--- config.mk ---
export PLATFORM = sky130hd
export DESIGN_NAME = stack_engine
export DESIGN_NICKNAME = d
export VERILOG_FILES = /design/src/rtl/stack_pkg.sv /design/src/rtl/stack_wdog.sv /design/src/rtl/stack_engine.sv
export SDC_FILE = /design/constraint.sdc
export NUM_CORES = 1
export LEC_CHECK = 0
export ABC_AREA = 1
export BUFFER_PORTS_ARGS = -buffer_cell sky130_fd_sc_hd__buf_2
export CAP_MARGIN = 25
export CORE_UTILIZATION = 50
export CTS_CLUSTER_SIZE = 24
export DETAILED_ROUTE_END_ITERATION = 10
export HOLD_SLACK_MARGIN = 0.1
export PLACE_DENSITY = 0.8
export SLEW_MARGIN = 20
export SYNTH_ARGS = -nofsm -noshare
export SYNTH_HDL_FRONTEND = slang
export SYNTH_HIERARCHICAL = 1
export SYNTH_SLANG_ARGS = --single-unit
--- constraint.sdc ---
create_clock -name clk -period 4.5 [get_ports clk]
set_input_delay 0.225 -clock clk [delete_from_list [all_inputs] [get_ports clk]]
set_output_delay 0.225 -clock clk [all_outputs]
set_load 0.01 [all_outputs]
--- src/rtl/stack_pkg.sv ---
// Shared types and constants for the stack engine: FSM states, status codes
// and the default stack geometry / memory timeout.
package stack_pkg;

  typedef enum logic [2:0] {
    IDLE,
    PUSH_WR,
    PUSH_UPD,
    POP_RD,
    POP_UPD,
    FIN
  } state_t;

  localparam logic [1:0] ERR_OK        = 2'b00;
  localparam logic [1:0] ERR_OVERFLOW  = 2'b01;
  localparam logic [1:0] ERR_UNDERFLOW = 2'b10;
  localparam logic [1:0] ERR_TIMEOUT   = 2'b11;

  localparam logic [15:0] DEF_STACK_BASE  = 16'hFFFF;
  localparam logic [15:0] DEF_STACK_LIMIT = 16'hFF00;
  localparam int          DEF_MEM_TIMEOUT = 16;

endpackage

--- src/rtl/stack_wdog.sv ---
// Memory-handshake watchdog: counts ticks since the last clear and flags
// expiry once TIMEOUT ticks have elapsed; saturates while expired.
module stack_wdog #(
  parameter int TIMEOUT = 16
) (
  input  logic clk,
  input  logic reset,
  input  logic clear,
  input  logic tick,
  output logic expired
);

  localparam int W = $clog2(TIMEOUT + 1);

  logic [W-1:0] count;

  assign expired = (count == W'(TIMEOUT));

  // NOTE: sequential state uses non-blocking assignments so every flop samples pre-edge values.
  always_ff @(posedge clk or posedge reset) begin
    if (reset) begin
      count <= '0;
    end else if (clear) begin
      count <= '0;
    end else if (tick && !expired) begin
      count <= count + 1'b1;
    end
  end

endmodule

--- src/rtl/stack_engine.sv ---
// Push/pop sequencer for a downward-growing memory stack with an external SP
// register, bounds checking and a memory-handshake timeout.
module stack_engine
  import stack_pkg::*;
#(
  parameter logic [15:0] STACK_BASE  = DEF_STACK_BASE,
  parameter logic [15:0] STACK_LIMIT = DEF_STACK_LIMIT,
  parameter int          MEM_TIMEOUT = DEF_MEM_TIMEOUT
) (
  input  logic        clk,
  input  logic        reset,
  input  logic        req_push,
  input  logic        req_pop,
  input  logic [15:0] push_data,
  output logic [15:0] pop_data,
  output logic        busy,
  output logic        done,
  output logic [1:0]  err,
  input  logic [15:0] sp_cur,
  output logic [15:0] sp_new,
  output logic        sp_push,
  output logic        sp_pop,
  output logic [15:0] mem_addr,
  output logic [15:0] mem_wdata,
  input  logic [15:0] mem_rdata,
  output logic        mem_we,
  output logic        mem_re,
  input  logic        mem_ready
);

  state_t      state, next_state;
  logic [15:0] addr;
  logic [15:0] data;
  logic        waiting;
  logic        expired;
  logic        accept;
  logic        overflow;
  logic        underflow;

  assign waiting   = (state == PUSH_WR) || (state == POP_RD);
  assign accept    = (state == IDLE) && (req_push || req_pop);
  assign overflow  = req_push && (sp_cur == STACK_LIMIT);
  assign underflow = !req_push && req_pop && (sp_cur == STACK_BASE);

  // Counter stays cleared outside the wait states, so it starts at zero on entry.
  stack_wdog #(.TIMEOUT(MEM_TIMEOUT)) u_wdog (
    .clk     (clk),
    .reset   (reset),
    .clear   (!waiting),
    .tick    (waiting && !mem_ready),
    .expired (expired)
  );

  always_ff @(posedge clk or posedge reset) begin
    if (reset) begin
      state <= IDLE;
    end else begin
      state <= next_state;
    end
  end

  // NOTE: every output of this block gets a default first so no latch is inferred.
  always_comb begin
    next_state = state;
    mem_we     = 1'b0;
    mem_re     = 1'b0;
    sp_push    = 1'b0;
    sp_pop     = 1'b0;
    sp_new     = sp_cur;
    unique case (state)
      IDLE: begin
        if (req_push) begin
          next_state = overflow ? FIN : PUSH_WR;
        end else if (req_pop) begin
          next_state = underflow ? FIN : POP_RD;
        end
      end
      PUSH_WR: begin
        mem_we = !expired;
        if (expired)        next_state = FIN;
        else if (mem_ready) next_state = PUSH_UPD;
      end
      PUSH_UPD: begin
        sp_push    = 1'b1;
        sp_new     = addr - 16'd1;
        next_state = FIN;
      end
      POP_RD: begin
        mem_re = !expired;
        if (expired)        next_state = FIN;
        else if (mem_ready) next_state = POP_UPD;
      end
      POP_UPD: begin
        sp_pop     = 1'b1;
        sp_new     = addr;
        next_state = FIN;
      end
      FIN: begin
        next_state = IDLE;
      end
      default: begin
        next_state = IDLE;
      end
    endcase
  end

  // Request latches, status and read-data capture.
  always_ff @(posedge clk or posedge reset) begin
    if (reset) begin
      addr     <= 16'h0000;
      data     <= 16'h0000;
      err      <= ERR_OK;
      pop_data <= 16'h0000;
    end else begin
      if (accept) begin
        data <= push_data;
        addr <= req_push ? sp_cur : sp_cur + 16'd1;
        if (overflow)       err <= ERR_OVERFLOW;
        else if (underflow) err <= ERR_UNDERFLOW;
        else                err <= ERR_OK;
      end
      if (waiting && expired) begin
        err <= ERR_TIMEOUT;
      end
      if ((state == POP_RD) && !expired && mem_ready) begin
        pop_data <= mem_rdata;
      end
    end
  end

  assign busy      = (state != IDLE);
  assign done      = (state == FIN);
  assign mem_addr  = addr;
  assign mem_wdata = data;

endmodule

Yosys cells after proc, flatten, opt, wreduce, memory -nomap -nowiden
Index checks and enable logic that the tools add are counted.
- register bits after elaboration: 58
- bits of input ports: 53
- output and inout bits: 72
- logic and storage cells: 61
- $add $sub $neg: 3
- equal/unequal tests: 12
- muxes and demuxes: 21
- reduce and logical (&&, ||, !) cells: 19
- operator list (kind ; count):
    16-bit == test, second input constant ; 2
    16-bit case mux with 2 select lines ; 1
    3-bit 2-to-1 mux ; 8
    16-bit by 1-bit adder with 16-bit output, second input constant ; 1
    16-bit 2-to-1 mux ; 1
    16-bit by 1-bit subtractor with 16-bit output, second input constant ; 1
    3-bit case mux with 4 select lines ; 1
    5-bit 2-to-1 mux ; 2
    1-bit logical AND ; 9
    3-bit != test, second input constant ; 3
    2-bit 2-to-1 mux ; 4
    3-bit by 2-bit == test with 1-bit output, second input constant ; 2
    3-bit == test, second input constant ; 2
    5-bit by 1-bit adder with 5-bit output, second input constant ; 1
    5-bit == test, second input constant ; 1
    1-bit 2-to-1 mux ; 4
    3-bit by 1-bit == test with 1-bit output, second input constant ; 1
    1-bit zero test ; 3
    3-bit zero test ; 1
    3-bit AND reduction ; 1
    3-bit nonzero test ; 1
    1-bit logical OR ; 2
    2-bit by 1-bit != test with 1-bit output, second input constant ; 1
    2-bit nonzero test ; 1
    2-bit OR reduction ; 1

Longest topological paths before layout
Gate-level depths: netlist (run 1).
- depth in word-level cells: 7
- depth in mapped cells: 12
- gate-level depth less buffers: 12

Modules after synthesis
Netlist (run 1), hierarchy kept.
- modules (own cells, without submodules) (module ; times used ; cells each ; area each (um^2) ; sequential area each (um^2)):
    stack_engine ; 1 ; 432 ; 3239.4 ; 1326.3
    stack_wdog ; 1 ; 41 ; 340.3 ; 125.1

Worst setup path before layout (run 1)
No wires, ideal clock.
- path type: reg2reg
- start point: register u_wdog.count[0]
- end point: register pop_data[0]
- library setup time: 0.125 ns
- data arrival time: 1.623 ns
- data required time: 4.375 ns
- setup slack: 2.752 ns
- cell stages (with the launch flop): 11
- buffers on the path: 1
- clock period less this slack: 1.748 ns
- cell sequence: dfrtp_1 inv_1 ha_1 nand2_1 inv_1 nand2_4 inv_1 nor2_4 nand2_4 buf_12 mux2_4
- word-level cells in the longest chain between the ends: 4
- ends and longest elaborated chain (element ; line ; source):
    start: declaration ; stack_wdog.sv:15 ; logic [W-1:0] count;
    start signal: assignment ; stack_wdog.sv:26 ; count <= count + 1'b1;
    5-bit == test ; stack_wdog.sv:17 ; assign expired = (count == W'(TIMEOUT));
    via expired ; stack_engine.sv:35 ; logic expired;
    1-bit zero test ; stack_engine.sv:125 ; if ((state == POP_RD) && !expired && mem_ready) begin
    1-bit logical AND (2 in a row) ; stack_engine.sv:125 ;
    end signal: assignment ; stack_engine.sv:126 ; pop_data <= mem_rdata;
    end: declaration ; stack_engine.sv:15 ; output logic [15:0] pop_data,
The timed path passes the listed nets, and every way through them passes these cells.
A chain may end at the register's enable or synchronous reset.

Final worst setup path (run 1)
- start point: register state[1]
- end point: output port sp_new[1]
- word-level cells in the longest chain between the ends: 2
- elaborated cells on any way between the ends: 3
- those cells by class: eq/ne (2); mux (1)
- ends and longest elaborated chain (element ; line ; source):
    start: declaration ; stack_engine.sv:31 ; state_t state, next_state;
    start signal: assignment ; stack_engine.sv:58 ; state <= next_state;
    3-bit == test or 3-bit by 2-bit == test with 1-bit output (tied branches) ; stack_engine.sv:70 ; unique case (state)
    16-bit case mux with 2 select lines * ; stack_engine.sv:70 ;
    end: declaration ; stack_engine.sv:20 ; output logic [15:0] sp_new,
Mark *: on every way between the ends. The rest lies on a longest branch, timed or not.

==> results of run 1 <==
==> Yosys cell counts (all sizes together) <==
cell type / instances / area (um^2)
a21oi: 8 / 40.04
buf: 10 / 88.83
clkinv: 1 / 3.750
dfrtp: 58 / 1451
ha: 5 / 62.56
inv: 54 / 205.2
mux2: 16 / 217.7
nand2: 163 / 659.4
nand3: 45 / 230.2
nand4: 10 / 62.56
nor2: 43 / 176.4
nor3: 6 / 30.03
o211ai: 7 / 52.55
o21ai: 28 / 147.6
o21bai: 5 / 37.54
o221ai: 4 / 35.03
o22ai: 1 / 6.260
o31ai: 2 / 15.01
or2: 1 / 6.260
or3: 1 / 7.510
xnor2: 2 / 17.52
xor2: 3 / 26.28
==> where the power goes <==
part | internal, mW | leakage (nW) | switching (mW)
Clock | 0.259 | 0.0921 | 0.236
Sequential | 0.751 | 0.723 | 0.202
Combinational | 0.569 | 1.71 | 0.873
Total | 1.58 | 2.53 | 1.31
==> timing repair <==
item | in CTS | in global routing
gates resized for setup | 0 | 0
endpoints found under the hold margin | 54 | 0
hold buffers | 22 | 0
==> path summary, 6_finish.rpt <==
check / to / slack (ns) / depth (start not counted)
setup / recovery: sp_new[1] / 2.19 / 7
hold / removal: pop_data[14] / 0.11 / 2
setup reg to reg: pop_data[9] / 2.63 / 9
hold reg to reg: mem_wdata[12] / 0.47 / 2
max in group asynchronous: mem_wdata[12] / 3.40 / 4
min in group asynchronous: u_wdog/count[4] / 0.34 / 3
==> state kept, by name, indices dropped and copies added, names as in the netlist <==
signal,cells
pop_data,16
err,2
mem_addr,16
mem_wdata,16
state,3
u_wdog/count,5
==> final cells by class <==
type | count | share of cell area, %
repair buffers | 147 | 18.55
clock buffers | 9 | 2.646
clock inverters | 7 | 1.684
well taps | 96 | 2.565
multi-input cells | 350 | 39.10
inverters | 55 | 4.463
flip-flops and latches | 58 | 31.00
==> cell families after synthesis <==
logic type                 Yosys count  synth area share (%)
adders and majority gates            5                 1.748
buffers and inverters               65                 8.319
DFF                                 58                 40.55
and+or+nand+nor                    269                 32.75
xor gates and xnor gates             5                 1.224
muxes                               16                 6.082
AOI/OAI and AO/OA                   55                 9.332
==> through the flow <==
stage	hold WS (ns)	power (mW)	instances	area (um^2)
floorplan	0.003521	1.874	473	3580
global placement	0.1556	2.326	683	4232
detailed placement	0.1628	2.366	684	4259
CTS	0.1021	2.882	722	4682
global route	0.1018	3.116	722	4682
finish	0.1127	2.889	722	4682
==> layer usage <==
layer  vias to the layer above  part of all wire, %
li1                       1834                    -
met1                      1762                   42
met2                       167                   49
met3                        24                  6.3
met4                         0                  2.0
met5                         -                    0
==> worst reg2reg max path, stage by stage, from the launching register on <==
cell     delay (ns)
dfrtp_1        0.41
inv_1          0.12
ha_1           0.16
nand2_1        0.05
inv_1          0.08
nand2_4        0.08
inv_1          0.19
nor2_4         0.08
nand2_4        0.22
mux2_2         0.37
==> reports/results.tsv, run 1 <==
stage	metric	value	unit
routing	finalWirelength	9894	um
clocking	cts_root_buffer	clkbuf_8	
routing	route.detailed.wl_per_inst	13.70	um
synth	synthesis.instances	473	
critical_path	timing.critical_path.slowest_cell_delay	0.42	ns
critical_path	critPathCaptureType	primary output	
routing	drtIter0Drc	257	
grt	grt_pass1_wl	16170	um
floorplanning	ios	125	
synth	synth_fp_nets	531	
sta	timing.clock.skew	0.01198	ns
floorplanning	fp.coreArea	6869	um^2
critical_path	worst_r2r_startpoint	u_wdog/count[0]	
synth	synth_seq_area_share	40.55	%
floorplanning	initial_standard_cell_utilization_of_the_core	52.11	%
clocking	postCtsSetupBuffers	0	
critical_path	worst_setup_path_startpoint	state[1]	
layout	mostFrequentLayoutCell	nand2_1	
synth	syn_avg_cell_area	7.568	um^2
clocking	cts_max_level	3	
layout	nNetsFinal	679	
grt	use_met3	5.048	%
synth	yosys_cell_types	35	
clocking	total_clock_buffers_created_by_cts	9	
clocking	clock_slew_at_the_register_clock_pins_of_the_worst_setup_and_hold_paths	0.07	ns
layout	layout-drive-gt1-share	28.91	%
hold_path	hold_start	mem_rdata[14]	
placement	routabilityCongestion	0.9384	
sta	worst_slack	2.192	ns
sta	setup-tns-final	0	ns
layout	multiInputGateArea	1831	um^2
sta	report.final.setup_viol	0	
grt	use_met1	35.53	%
sta	final_min_period_over_clock_period	51.29	%
sta	unrepaired_setup_endpoints_after_global_routing	no	
clocking	tritoncts	yes	
hold_path	worstHoldPathType	primary input to register	
grt	globalRoute.busiestLayer	met2	
critical_path	path_max_fanout	12	
grt	grt_start_max_net_pins	36	
placement	portBuffers	124	
critical_path	top_delay_family_on_crit_path	simple AND/OR/NAND/NOR gates	
floorplanning	fp.dieW	86.62	um
synth	syn-cell-area	3580	um^2
layout	fill_cells	565	
clocking	clock_path_buffers	2	
sta	timing.final.hold_violations	0	
clocking	cts_sinks	58	
synth	synth.yosys.warnings	6	
routing	drt-pass1-iter-count	5	
pwr	leakage	2.529	nW
routing	route.vias.total	3787	
run	drv.max_cap_violation_count	0	
grt	initial_antenna_violation_count	0	
critical_path	worstPathArrival	2.08	ns
sta	period_minus_slack	2.308	ns
critical_path	cp_num_buf_inv	2	
routing	ant_nets	0	
layout	layout_common_cells	nand2_1, buf_2, dfrtp_1	
sta	timing_max_transition_violations_final	0	
pwr	powerDensity	617.1	nW/um^2
floorplanning	die_area	7502	um^2
critical_path	crit_top_cell	nand2_1	
routing	avgViaCountPerCell	5.245	
grt	gr-total-overflow	0	
critical_path	cp_slowest_cell	dfrtp_1	
placement	worst_setup_slack_after_placement	2.586	ns
synth	ys_seq_elements	58	
critical_path	timing.critical_path.cells	nor2_1 > nand2_1 > nand2_2 > inv_2 > nand2_1 > o221ai_1 > buf_2	
routing	drt_drc_violations_left	0	
sta	fmax	433.3	MHz
layout	insertedDiodeCount	0	
critical_path	timing.setup.critical_path_class	register to primary output	
critical_path	worstPathRequired	4.28	ns
layout	flow.area_growth_from_synthesis	30.79	%
sta	timing.slew.headroom	54.13	%
grt	grt_pass1_vias	3478	
critical_path	critical_path_start_type	register	
clocking	clkLatencyLatePin	0.35	ns
floorplanning	rows	30	
layout	final-seq-area	1451	um^2
placement	dpl.hpwl	7122	um
grt	grt_use_met2	46.10	%
floorplanning	chipHeight	86.62	um
pwr	worst_ir_drop_vdd	0.0004109	V
sta	tightestPinTransition	0.6870	ns
outcome	status	completed	
layout	post-route-util	68.16	%
grt	global_route.usage.total	27.80	%
No activity file was read; power rests on OpenSTA's default activity.
==> run 2, diff against run 1 <==
==> constraint.sdc (replaced) <==
create_clock -name clk -period 2.2 [get_ports clk]
set_input_delay 0.11 -clock clk [delete_from_list [all_inputs] [get_ports clk]]
set_output_delay 0.11 -clock clk [all_outputs]
set_load 0.01 [all_outputs]
==> run 2 against run 1 <==
  * Via count rose by 2.3%
  * Die area unchanged
  * Clock power grew to 2.5 times the previous value
  * Power rose by 120%
  * Final area rose by 4.4%
  * Worst setup slack lost 2.0 ns
  * Clock skew about the same
  * Flip-flop and latch count stayed put
  * Register-to-register slack lost 2.3 ns
  * Non-clock buffer count increased by 17
==> reports/results.tsv, run 2 (synthesized netlist as in run 1, its figures left out) <==
stage	metric	value	unit
outcome	status	completed	
grt	use_met3	4.286	%
floorplanning	die_area	7502	um^2
clocking	tritoncts	yes	
critical_path	regToRegEndpoint	pop_data[10]	
routing	ant_nets	0	
floorplanning	initial_standard_cell_utilization_of_the_core	52.11	%
run	drv.max_cap_violation_count	0	
grt	grt_pass1_vias	3707	
critical_path	ff2ff_path_depth	9	
sta	setup-tns-final	0	ns
hold_path	worstHoldPathType	primary input to register	
routing	drt-pass1-iter-count	5	
routing	drt_drc_violations_left	0	
grt	gr-total-overflow	0	
critical_path	worst_r2r_startpoint	u_wdog/count[0]	
layout	layout-drive-gt1-share	29.39	%
critical_path	path_max_fanout	5	
grt	grt_pass1_wl	16840	um
sta	tightestPinTransition	0.6742	ns
critical_path	worstPathRequired	2.09	ns
sta	final.hold.worst_slack	0.1211	ns
clocking	cts_sinks	58	
clocking	total_clock_buffers_created_by_cts	9	
critical_path	timing.setup.critical_path_class	register to primary output	
sta	timing.slew.headroom	55.05	%
clocking	cts_max_level	3	
routing	finalWirelength	10530	um
layout	nNetsFinal	696	
critical_path	crit_top_cell	nand3_1	
sta	final_min_period_over_clock_period	92.70	%
critical_path	worstSetupEndpoint	sp_new[6]	
placement	dpl.hpwl	7076	um
sta	timing.final.hold_violations	0	
grt	global_route.usage.total	29.11	%
layout	layout_common_cells	nand2_1, buf_2, dfrtp_1	
layout	final_cells	739	
grt	grt_use_met2	50.72	%
clocking	clock_slew_at_the_register_clock_pins_of_the_worst_setup_and_hold_paths	0.08	ns
layout	mostFrequentLayoutCell	nand2_1	
sta	report.final.setup_viol	0	
layout	flow.area_growth_from_synthesis	36.56	%
clocking	clkLatencyLatePin	0.34	ns
floorplanning	fp.coreArea	6869	um^2
sta	period_minus_slack	2.039	ns
critical_path	timing.critical_path.cells	clkinvlp_4 > ha_1 > nand3_1 > nor2_1 > nand2_1 > nand3_1 > o221ai_1 > buf_2	
critical_path	worst_setup_path_startpoint	mem_addr[0]	
floorplanning	chipHeight	86.62	um
clocking	clock_path_buffers	2	
sta	timing_max_transition_violations_final	0	
clocking	cts_root_buffer	clkbuf_8	
layout	insertedDiodeCount	0	
sta	fmax	490.3	MHz
placement	routabilityCongestion	0.9357	
critical_path	timing.critical_path.slowest_cell_delay	0.41	ns
grt	globalRoute.busiestLayer	met2	
floorplanning	rows	30	
critical_path	critPathCaptureType	primary output	
placement	place.detailed.instances	685	
routing	avgViaCountPerCell	5.241	
critical_path	critical_path_start_type	register	
routing	drtIter0Drc	287	
pwr	powerDensity	1277	nW/um^2
routing	route.detailed.wl_per_inst	14.24	um
pwr	fin_total_pwr	6.244	mW
sta	timing.clock.skew	0.01178	ns
floorplanning	ios	125	
critical_path	worstPathArrival	1.93	ns
pwr	worst_ir_drop_vdd	0.0007345	V
routing	route.vias.total	3873	
pwr	leakage	2.617	nW
critical_path	cp_slowest_cell	dfrtp_1	
floorplanning	fp.dieW	86.62	um
grt	grt_start_max_net_pins	54	
critical_path	rrSetupSlack	0.32	ns
grt	use_met1	35.88	%
layout	fill_cells	543	
grt	initial_antenna_violation_count	0	
placement	portBuffers	124	
sta	unrepaired_setup_endpoints_after_global_routing	no	
==> run 2: cell count changes in the layout (fill, tap and decap cells not counted), sizes merged <==
cell | previous run | this run
clkinv | 3 | 2
buf | 125 | 128
bufinv | 1 | 3
clkinvlp | 3 | 2
dlygate4sd3 | 22 | 36
==> run 2: per-stage QoR <==
step | instance area (um^2) | util [%] | worst slack [ns]
6_report | 4888 | 71.17 | 0.1606
3_5_place_dp | 4247 | 61.82 | 0.3631
5_1_grt | 4888 | 71.17 | 0.02448
3_3_place_gp | 4247 | 61.82 | 0.4280
2_1_floorplan | 3580 | - | 0.4522
4_1_cts | 4856 | 70.69 | 0.1106
==> run 2: critical path: cells and delay by family (launching register included) <==
family,cells,cell delay [ns]
and+or+nand+nor,4,0.60
buffers and inverters,2,0.27
DFF,1,0.41
adders and majority gates,1,0.19
AOI/OAI and AO/OA,1,0.14
==> run 2: power by group <==
part / internal, mW / switching (mW) / leakage (nW) / total, mW
Sequential: 1.54 / 0.428 / 0.723 / 1.97
Combinational: 1.21 / 1.83 / 1.77 / 3.04
Clock: 0.764 / 0.477 / 0.124 / 1.24
Total: 3.51 / 2.73 / 2.62 / 6.24
==> run 2: worst min path at each step <==
stage,from,to,slack (ns),cells after the start
floorplan,reset,u_wdog/count[0],-0.11,1
global placement,reset,u_wdog/count[2],0.03,2
detailed placement,reset,u_wdog/count[2],0.03,2
CTS,sp_cur[11],mem_addr[11],0.11,4
global route,sp_cur[15],mem_addr[15],0.13,4
finish,sp_cur[15],mem_addr[15],0.12,4
==> run 2: metal layers <==
layer	routed length, um	vias up
met4	309	0
met1	4365	1793
met3	553	33
met2	5297	167
met5	0	-
li1	-	1880
==> run 2: final cells by class <==
type                            instances  area (um^2)  area share, %
Clock buffer                            9        123.9          2.534
Clock inverter                          7        125.1          2.560
Inverter                               55        216.5          4.428
Multi-Input combinational cell        350         1841          37.65
Sequential cell                        58         1451          29.69
Tap cell                               96        120.1          2.457
Timing Repair Buffer                  164         1011          20.68
==> run 2: timing repair <==
action / in CTS / in global routing
setup buffers: 0 / 2
endpoints found under the setup margin: 0 / 14
gates resized for setup: 0 / 5
hold endpoints to repair: 93 / 0
hold buffers: 36 / 0
==> run 3, diff against run 2 <==
==> constraint.sdc (replaced) <==
create_clock -name clk -period 2.2 [get_ports clk]
set_input_delay 0.11 -clock clk [delete_from_list [all_inputs] [get_ports clk]]
set_output_delay 0.11 -clock clk [all_outputs]
set_load 0.1 [all_outputs]
==> run 3 against run 2 <==
  * Critical endpoint is now sp_new[13]
  * Fmax down 3.6%
  * Sequential share of layout area is 0.90 points lower
  * Final area is 3.9% higher
  * First-iteration DRC count grew 7.0%
  * Die area stayed put
==> reports/results.tsv, run 3 (synthesized netlist as in run 1, its figures left out) <==
stage	metric	value	unit
routing	route.detailed.wl_per_inst	15.06	um
floorplanning	rows	30	
floorplanning	die_area	7502	um^2
floorplanning	fp.coreArea	6869	um^2
clocking	cts_root_buffer	clkbuf_8	
grt	grt_use_met2	54.69	%
grt	use_met3	4.476	%
hold_path	hold_start	sp_cur[13]	
grt	grt_start_max_net_pins	35	
sta	final.hold.worst_slack	0.1181	ns
critical_path	worst_setup_path_startpoint	state[1]	
layout	mostFrequentLayoutCell	nand2_1	
clocking	clkLatencyLatePin	0.34	ns
clocking	postCtsSetupBuffers	0	
clocking	cts_sinks	58	
clocking	clock_slew_at_the_register_clock_pins_of_the_worst_setup_and_hold_paths	0.07	ns
floorplanning	fp.dieW	86.62	um
placement	dpl.hpwl	7456	um
sta	timing.slew.headroom	63.68	%
sta	fmax	472.5	MHz
floorplanning	ios	125	
critical_path	worstPathArrival	2.01	ns
clocking	tritoncts	yes	
sta	final_min_period_over_clock_period	96.20	%
sta	report.final.setup_viol	0	
sta	period_minus_slack	2.116	ns
layout	insertedDiodeCount	0	
sta	unrepaired_setup_endpoints_after_global_routing	yes	
grt	use_met1	39.56	%
critical_path	critPathCaptureType	primary output	
critical_path	worstPathRequired	2.09	ns
sta	timing.final.hold_violations	0	
clocking	total_clock_buffers_created_by_cts	9	
routing	ant_nets	0	
layout	nNetsFinal	696	
floorplanning	initial_standard_cell_utilization_of_the_core	52.11	%
placement	portBuffers	124	
grt	initial_antenna_violation_count	0	
critical_path	path_max_fanout	8	
floorplanning	chipHeight	86.62	um
grt	grt_pass1_wl	18250	um
clocking	clock_path_buffers	2	
layout	layout-drive-gt1-share	33.59	%
routing	finalWirelength	11130	um
run	drv.max_cap_violation_count	0	
placement	routabilityCongestion	0.9374	
grt	global_route.usage.total	31.50	%
layout	flow.area_growth_from_synthesis	41.91	%
outcome	status	completed	
hold_path	worstHoldPathType	primary input to register	
routing	avgViaCountPerCell	5.363	
routing	drt_drc_violations_left	0	
sta	timing_max_transition_violations_final	0	
clocking	cts_max_level	3	
critical_path	critical_path_start_type	register	
routing	route.vias.total	3963	
grt	gr-total-overflow	0	
grt	globalRoute.busiestLayer	met2	
routing	drtIter0Drc	307	
critical_path	timing.setup.critical_path_class	register to primary output	
critical_path	worst_r2r_startpoint	u_wdog/count[0]	
layout	fill_cells	537	
sta	timing.clock.skew	0.01074	ns
routing	drt-pass1-iter-count	7	
sta	tightestPinTransition	0.5441	ns
layout	layout_common_cells	nand2_1, buf_2, dfrtp_1	
grt	grt_pass1_vias	3855	
## run 3: cell count changes in the layout (fill, tap and decap cells not counted), sizes merged
cell	previous run	this run
inv	55	53
buf	128	122
bufinv	3	2
clkbuf	9	17
clkinv	2	3
## run 3: path summary, 6_finish.rpt
path,to,slack (ns),depth (start not counted)
worst max-delay path,sp_new[13],0.08,7
worst min-delay path,mem_addr[13],0.12,5
worst max register to register,pop_data[10],0.27,9
worst min register to register,mem_wdata[3],0.48,2
max in group asynchronous,mem_addr[14],1.25,4
min in group asynchronous,u_wdog/count[2],0.23,3
## run 3: cell type report
type,instances,area (um^2),area share [%]
inverters,55,217.7,4.286
clock inverters,5,77.57,1.527
repair buffers,164,1091,21.48
multi-input cells,350,1969,38.77
flip-flops and latches,58,1463,28.79
clock buffers,11,141.4,2.783
well taps,96,120.1,2.365
## run 3: repair_timing
action / in CTS / in global routing
hold buffers: 36 / 0
hold endpoints to repair: 62 / 0
endpoints found under the setup margin: 9 / 12
resized for setup: 9 / 10
pin swaps: 0 / 0
## run 3: per-stage QoR
step / utilization (%) / worst slack (ns) / TNS [ns] / instances / cell area, um^2
finish: 73.95 / 0.08360 / 0 / 739 / 5080
global route: 73.95 / -0.04491 / -0.04491 / 739 / 5080
global placement: 64.81 / 0.3369 / 0 / 687 / 4452
CTS: 73.57 / 0.002733 / 0 / 739 / 5054
detailed placement: 64.81 / 0.2860 / 0 / 687 / 4452
floorplan: - / -0.6738 / -2.156 / 473 / 3727
## run 3: routing by layer
metal	vias up	part of all wire (%)	wire [um]
met4	0	2.1	230
met2	190	50	5590
met1	1872	42	4620
met5	-	0	0
met3	33	6.2	686
li1	1868	-	-
## run 3: critical path: stages, from the launching register on
cell	delay [ns]
dfrtp_2	0.46
nor2_2	0.19
nand2_2	0.18
inv_1	0.25
nand2_1	0.07
o21ai_0	0.08
o21bai_4	0.14
buf_4	0.30
Power of run 3 is not shown: default switching activity piles up to over one toggle a cycle in this logic, so the estimate is an artifact.
